[config.mk]
export PLATFORM = sky130hd
export DESIGN_NAME = p_d_cache_control_nway
export DESIGN_NICKNAME = d
export VERILOG_FILES = /design/src/rtl/p_d_cache_control_nway.sv
export SDC_FILE = /design/constraint.sdc
export NUM_CORES = 1
export LEC_CHECK = 0
export CAP_MARGIN = 20
export CORE_AREA = 5 5 73 75
export CTS_BUF_LIST = sky130_fd_sc_hd__clkbuf_4 sky130_fd_sc_hd__clkbuf_8 sky130_fd_sc_hd__clkbuf_16
export DETAILED_ROUTE_END_ITERATION = 10
export DIE_AREA = 0 0 78 80
export PLACE_DENSITY = 0.75
export SYNTH_ARGS = -nofsm -noshare
export SYNTH_HDL_FRONTEND = slang
export SYNTH_SLANG_ARGS = --single-unit
[constraint.sdc]
create_clock -name clk -period 15 [get_ports clk]
set_input_delay 1.5 -clock clk [delete_from_list [all_inputs] [get_ports clk]]
set_output_delay 1.5 -clock clk [all_outputs]
set_load 0.1 [all_outputs]
[src/rtl/p_d_cache_control_nway.sv]
// Write-back N-way D-cache controller with tree pseudo-LRU.
// Victim way is latched at miss time; refill is followed by a re-read cycle.
module p_d_cache_control_nway #(
    parameter  int WAYS = 4,
    localparam int WIDX = $clog2(WAYS)
) (
    input  logic            clk,
    input  logic            rst,
    input  logic            mem_read,
    input  logic            mem_write,
    output logic            mem_resp,
    input  logic            pmem_resp,
    output logic            pmem_read,
    output logic            pmem_write,
    input  logic [WAYS-1:0] hit_vec,
    input  logic [WAYS-1:0] valid_vec,
    input  logic [WAYS-1:0] dirty_vec,
    input  logic [WAYS-2:0] plru_in,
    output logic            plru_load,
    output logic [WAYS-2:0] plru_out,
    output logic [WAYS-1:0] valid_load,
    output logic [WAYS-1:0] dirty_load,
    output logic            dirty_datain,
    output logic [WAYS-1:0] tag_load,
    output logic [WAYS-1:0] fill_we,
    output logic [WAYS-1:0] cpu_we,
    output logic [WIDX-1:0] wb_way,
    output logic            pmem_addr_sel,
    output logic            addr_sel,
    output logic            pipe_stall,
    output logic            array_read_en
);

    localparam logic [1:0] LOOKUP     = 2'd0;
    localparam logic [1:0] WRITE_BACK = 2'd1;
    localparam logic [1:0] REFILL     = 2'd2;
    localparam logic [1:0] RESTART    = 2'd3;

    logic [1:0]      state;
    logic [1:0]      state_d;
    logic [WIDX-1:0] victim_q;
    logic [WIDX-1:0] victim_d;
    logic [WIDX-1:0] hit_way;
    logic [WIDX-1:0] inv_way;
    logic [WIDX-1:0] plru_way;
    logic [WIDX-1:0] victim;
    logic            inv_found;
    logic            req;
    logic            hit;
    logic [WAYS-1:0] hit_oh;
    logic [WAYS-1:0] vic_oh;

    assign req    = mem_read | mem_write;
    assign hit    = |hit_vec;
    assign hit_oh = WAYS'(1) << hit_way;
    assign vic_oh = WAYS'(1) << victim_q;

    always_comb begin
        hit_way = '0;
        for (int i = WAYS - 1; i >= 0; i--)
            if (hit_vec[i])
                hit_way = WIDX'(i);
    end

    // Walk up from the hit leaf, pointing each ancestor away from it.
    always_comb begin
        int n;
        int p;
        plru_out = plru_in;
        n = int'(hit_way) + WAYS - 1;
        for (int l = 0; l < WIDX; l++) begin
            p = (n - 1) / 2;
            for (int j = 0; j < WAYS - 1; j++)
                if (j == p)
                    plru_out[j] = n[0];
            n = p;
        end
    end

    always_comb begin
        int   node;
        logic b;
        inv_found = 1'b0;
        inv_way   = '0;
        for (int i = WAYS - 1; i >= 0; i--)
            if (!valid_vec[i]) begin
                inv_found = 1'b1;
                inv_way   = WIDX'(i);
            end
        node = 0;
        for (int l = 0; l < WIDX; l++) begin
            b = 1'b0;
            for (int j = 0; j < WAYS - 1; j++)
                if (j == node)
                    b = plru_in[j];
            node = 2 * node + 1 + int'(b);
        end
        plru_way = WIDX'(node - (WAYS - 1));
        victim   = inv_found ? inv_way : plru_way;
    end

    always_comb begin
        state_d       = state;
        victim_d      = victim_q;
        mem_resp      = 1'b0;
        pmem_read     = 1'b0;
        pmem_write    = 1'b0;
        plru_load     = 1'b0;
        valid_load    = '0;
        dirty_load    = '0;
        dirty_datain  = 1'b0;
        tag_load      = '0;
        fill_we       = '0;
        cpu_we        = '0;
        wb_way        = victim_q;
        pmem_addr_sel = 1'b0;
        addr_sel      = 1'b0;
        pipe_stall    = 1'b0;
        array_read_en = 1'b0;
        if (!rst) begin
            array_read_en = 1'b1;
        end else begin
            unique case (state)
                LOOKUP: begin
                    array_read_en = 1'b1;
                    if (req && hit) begin
                        mem_resp  = 1'b1;
                        plru_load = 1'b1;
                        if (mem_write) begin
                            cpu_we       = hit_oh;
                            dirty_load   = hit_oh;
                            dirty_datain = 1'b1;
                        end
                    end else if (req) begin
                        pipe_stall = 1'b1;
                        addr_sel   = 1'b1;
                        victim_d   = victim;
                        if (valid_vec[victim] && dirty_vec[victim])
                            state_d = WRITE_BACK;
                        else
                            state_d = REFILL;
                    end
                end
                WRITE_BACK: begin
                    pmem_write    = 1'b1;
                    pmem_addr_sel = 1'b1;
                    pipe_stall    = 1'b1;
                    addr_sel      = 1'b1;
                    if (pmem_resp)
                        state_d = REFILL;
                end
                REFILL: begin
                    pmem_read  = 1'b1;
                    pipe_stall = 1'b1;
                    addr_sel   = 1'b1;
                    if (pmem_resp) begin
                        tag_load   = vic_oh;
                        valid_load = vic_oh;
                        dirty_load = vic_oh;
                        fill_we    = vic_oh;
                        state_d    = RESTART;
                    end
                end
                RESTART: begin
                    pipe_stall    = 1'b1;
                    addr_sel      = 1'b1;
                    array_read_en = 1'b1;
                    state_d       = LOOKUP;
                end
                default: state_d = LOOKUP;
            endcase
        end
    end

    always_ff @(posedge clk or negedge rst) begin
        if (!rst) begin
            state    <= LOOKUP;
            victim_q <= '0;
        end else begin
            state    <= state_d;
            victim_q <= victim_d;
        end
    end

endmodule

# Yosys cells after proc, flatten, opt, wreduce, memory -nomap -nowiden
# Cells that the tools add are included.
# Widths: inputs -> output; s select.
# word_totals
inputBits	20
output_inout_bits	34
ff_bits	4
# op_classes
muxes	58
bitwise_logic	4
n_eq_ne	13
magnitude_cmp	1
addsub	10
shifts	2
reduce_logical	11
# ops
op	count
$logic_not 32->1	3
$add 32x1->32	2
$eq 2x32->1 const A	2
$eq 3x32->1 const A	2
$mux 4	8
$sub 32x2->32 const B	1
$mux 1	31
$mux 2	14
$ne 2x2->1 const B	4
$pmux 2 s4	1
$pmux 4 s2	1
$shl 1x2->4 const A	2
$sub 5x2->6 const B	1
$reduce_and 5->1	1
$sub 4x1->5 const B	1
$add 2x3->4 const B	1
$bmux 1 s2	2
$eq 2x2->1 const B	2
$reduce_and 4->1	1
$reduce_or 4->1	1
$lt 2x3->1 const B	1
$reduce_or 3->1	1
$add 1x1->2 const A	1
$add 2x1->2	1
12 further kinds	14

# Depth between registers and ports, before layout
# logic_depth
ltp_word	15
mapped_depth	27
ltp_nobuf	25

# Least setup slack after synthesis
# OpenSTA, ideal clock, no wires.
# synth_path
path_kind	input-to-output
startpoint	input port hit_vec[2]
endpoint	output port plru_out[0]
cell_stages	25
setup_slack_ns	6.147
t_required_ns	13.500
arrival_time_ns	7.353
cell_sequence	o21ai_0 -> inv_1 -> ha_1 -> and3b_1 -> o21ai_4 -> inv_1 -> ha_1 -> nor2b_1 -> buf_2 -> nand3_1 -> ha_1 -> buf_2 -> nand4b_4 -> nor4_4 -> and3_1 -> a21oi_1 -> nor2_1 -> ha_1 -> ha_1 -> o211ai_2 -> nor2b_1 -> and3_1 -> o211ai_1 -> a2111oi_2 -> mux2i_1
# synth_between
elab_chain_len	13
word_cells_on_any_way	15
classes_between	add/sub (6); mux (5); bitwise (2); reduce/logical (2)
# synth_lines
element	line	rtl
start, declared	15	input logic [WAYS-1:0] hit_vec,
$mux 2 (*) (3 in series)	61	if (hit_vec[i])
$add 2x3->4 (*)	70	n = int'(hit_way) + WAYS - 1;
$sub 4x1->5 (*)	70	
$sub 5x2->6	72	p = (n - 1) / 2;
$and 1x1->1 (no source line)	n/a	
$add 32x1->32 (no source line)	n/a	
$sub 32x2->32	72	
$and 1x1->1 (no source line)	n/a	
$add 32x1->32 (no source line)	n/a	
$logic_not 32->1	74	if (j == p)
$mux 1 (*)	74	
end, declared	20	output logic [WAYS-2:0] plru_out,
# Every way passes the cells marked *; elsewhere a longest branch is shown, timed or not.

# Final worst setup path
# layout_path
startpoint	input port hit_vec[1]
endpoint	output port plru_out[0]
# layout_between
elab_chain_len	12
word_cells_on_any_way	14
classes_between	add/sub (6); mux (4); bitwise (2); reduce/logical (2)
# layout_lines
element	line
$mux 2 (*) (2 in series)	61
$add 2x3->4 (*)	70
$sub 4x1->5 (*)	70
$sub 5x2->6	72
$and 1x1->1 (no source line)	n/a
$add 32x1->32 (no source line)	n/a
$sub 32x2->32	72
$and 1x1->1 (no source line)	n/a
$add 32x1->32 (no source line)	n/a
$logic_not 32->1	74
$mux 1 (*)	74
# Marks and branches as above.

==> flow_metrics.tcl <==
set metrics [dict create \
    antenna_left 0 \
    period_needed_ns 9.912 \
    syn_area_um2 1981 \
    antenna_found_initial 0 \
    post_cts_buffers 0 \
    cts_tree "done" \
    max_slew_margin_pct 32.71 \
    status "finished, final reports clean" \
    antenna_cells 0 \
    drive_above_1_share_pct 7.395 \
    wl_met3_um 436 \
    synth_compound_area_share_pct 22.74 \
    synth_adder_area_share_pct 13.90 \
    routed.top_layer "met4" \
    insertion_delay_ns 0.22 \
    endpoint_kind "primary output" \
    final_common_cell "clkdlybuf4s50_1" \
    synth_top_family_by_area "simple AND/OR/NAND/NOR gates" \
    cts.sinks 4 \
    die-area_um2 6240 \
    synth_seq_cells 4 \
    layout.nets 355 \
    num_vias 2187 \
    syn_inst 277 \
    power.density_nw_per_um2 109.5 \
    finalCritPeriodShare_pct 66.08 \
    fp.dieW_um 78 \
    slew_viol_final 0 \
    drv_cap 0 \
    synth_edf_count 0 \
    cts_buffer_depth 2 \
    yosys_warnings 0 \
    hold_violations 0 \
    grt_pass1_vias 2004 \
    crit_arrival_ns 8.41 \
    first_pass_iters 4 \
    vdd_drop_max_mv 0.1733 \
    required_ns 13.50 \
    area_delta_synth_final_pct 25.14 \
    synth_mux_area_share_pct 4.927 \
    wl_um 5844 \
    crit_fanout 11 \
    avgRoutedWirePerCell_um 16.01 \
    gp_congestion 0.9232 \
    hpwl_um 4656 \
    place_area_um2 2437 \
    ys_seq_area_share_pct 5.054 \
    crit_path_start_kind "primary input" \
    cts_hold_buf 0 \
    synthSimpleGateAreaFrac_pct 36.64 \
    grt_start_max_net_pins 18 \
    layout_common_cells "53 x clkdlybuf4s50_1, 24 x nand2_1, 23 x nor2_1, 22 x ha_1" \
    cts_max_level 1 \
    clk_pin_slew_worst_paths_ns 0.03 \
    cellLeakagePower_uw 0.001031 \
    drcViolationCount 0 \
    hold_path_class "reg2reg" \
    wl_met2_um 2765 \
    rsz0062_at_grt "no" \
    synth_cell_type_count 63 \
    crit_slowest_cell "clkdlybuf4s50_1" \
    fp.coreArea_um2 4598 \
    tightest_slew_ns 1.006 \
    fin_skew_ns 0.00008596 \
    synthFlopType "dfrtp_1" \
    die_h_um 80 \
    rows 25 \
    final_area_um2 2479 \
    path_class "in2out" \
    io_buffers 53 \
    grt_usage_pct 18.22 \
    max_stage_delay_ns 1.16 \
    setup_viol 0 \
    overflow 0 \
    crit_path_frequent_cell "ha_1" \
    final_cell_count_no_fill 365 \
    fmax_mhz 100.9 \
    cts-root-buf "clkbuf_8" \
    post_synth_xor_area_fraction_pct 6.191 \
    dp.cells 362 \
    wl_met1_um 2553 \
    start_util_pct 43.07 \
    viasPerCell 5.992 \
    tns_ns 0 \
    grt_pass1_wl_um 9515 \
    synthArstFlopShare_pct 100.0 \
    syn_area_per_cell_um2 7.150 \
    initialDrtViolationCount 203 \
    ios 54 \
    syn_nets 319 \
    numCtsBuffers 3 \
    post_cts_resized 0 \
]
-- Yosys cell counts (all sizes together) (3+ instances only) --
library cell	count	area, µm²
a21oi	8	40.04
a31oi	3	18.77
and2	7	43.79
and3	7	43.79
buf	16	120.1
clkbuf	7	28.78
dfrtp	4	100.1
ha	22	275.3
inv	16	60.06
mux2	3	37.53
mux2i	6	60.06
nand2	24	90.09
nand2b	5	31.28
nand3	16	80.08
nand4	8	50.05
nor2	23	86.33
nor2b	4	27.53
nor3	10	50.05
nor3b	5	37.54
nor4	3	40.04
nor4b	4	47.55
o211ai	3	27.52
o21a	6	45.04
o21ai	15	86.34
o22ai	3	18.77
or2	5	31.28
or3	3	18.77
xnor2	9	78.83
xor2	5	43.79
-- logic make-up (layout without fill, tap and decap cells) --
kind of cell / count (synthesis) / in the layout
AOI/OAI and AO/OA: 61 / 61
xor gates and xnor gates: 14 / 14
adders and majority gates: 22 / 22
buffers and inverters: 39 / 73
DFF: 4 / 4
muxes: 9 / 9
and+or+nand+nor: 128 / 128
-- cell type report --
cell class                 count  area [µm²]
clock buffer                   3       41.29
tap                           54       67.56
inverter                      16       60.06
multi-input combinational    234        1672
fill                         437        2120
sequential                     4       100.1
timing repair buffer          54       538.0
-- critical path: cells and delay by family --
| family | cells | cell delay (ns) |
|---|---|---|
| and+or+nand+nor | 10 | 2.18 |
| buffers and inverters | 4 | 1.95 |
| adders and majority gates | 5 | 1.42 |
| AOI/OAI and AO/OA | 6 | 1.13 |
| muxes | 1 | 0.22 |
-- power breakdown --
group	leakage [µW]	switching [µW]	internal, µW
registers	0.0000469	3.94	15.2
logic	0.000963	164	65.1
clock network	0.0000216	6.13	17.1
-- per-stage QoR --
stage | total power, µW | util (%) | hold WS [ns] | setup WS, ns
6_report | 271.4 | 53.90 | 0.5065 | 5.088
5_1_grt | 286.1 | 53.90 | 0.5333 | 4.583
4_1_cts | 270.6 | 53.90 | 0.5082 | 5.154
3_5_place_dp | 245.4 | 53.01 | 0.5037 | 5.153
3_3_place_gp | 243.9 | 52.84 | 0.4876 | 5.287
2_1_floorplan | 200.0 | - | 0.4674 | 6.147
-- registers in the layout, summed over array words and instances, names as in the netlist --
register and cells:
state 2, wb_way 2
-- final timing paths --
check,from,end,slack (ns),cells after the start
min in group asynchronous,rst,wb_way[1]$_DFFE_PN0P_,1.58,1
setup / recovery,hit_vec[1],plru_out[0],5.09,26
setup reg to reg,state[0]$_DFFE_PN0P_,state[0]$_DFFE_PN0P_,13.63,7
hold reg to reg,state[0]$_DFFE_PN0P_,state[0]$_DFFE_PN0P_,0.51,2
max in group asynchronous,rst,state[1]$_DFFE_PN0P_,13.14,1
hold / removal,state[0]$_DFFE_PN0P_,state[0]$_DFFE_PN0P_,0.51,2
-- per-layer routing --
layer	track usage (%)	vias up
li1	-	1076
met4	4.054	0
met2	31.30	112
met3	3.386	10
met1	23.49	989
met5	0	-
Note: power is estimated with default switching activity, not from simulation.
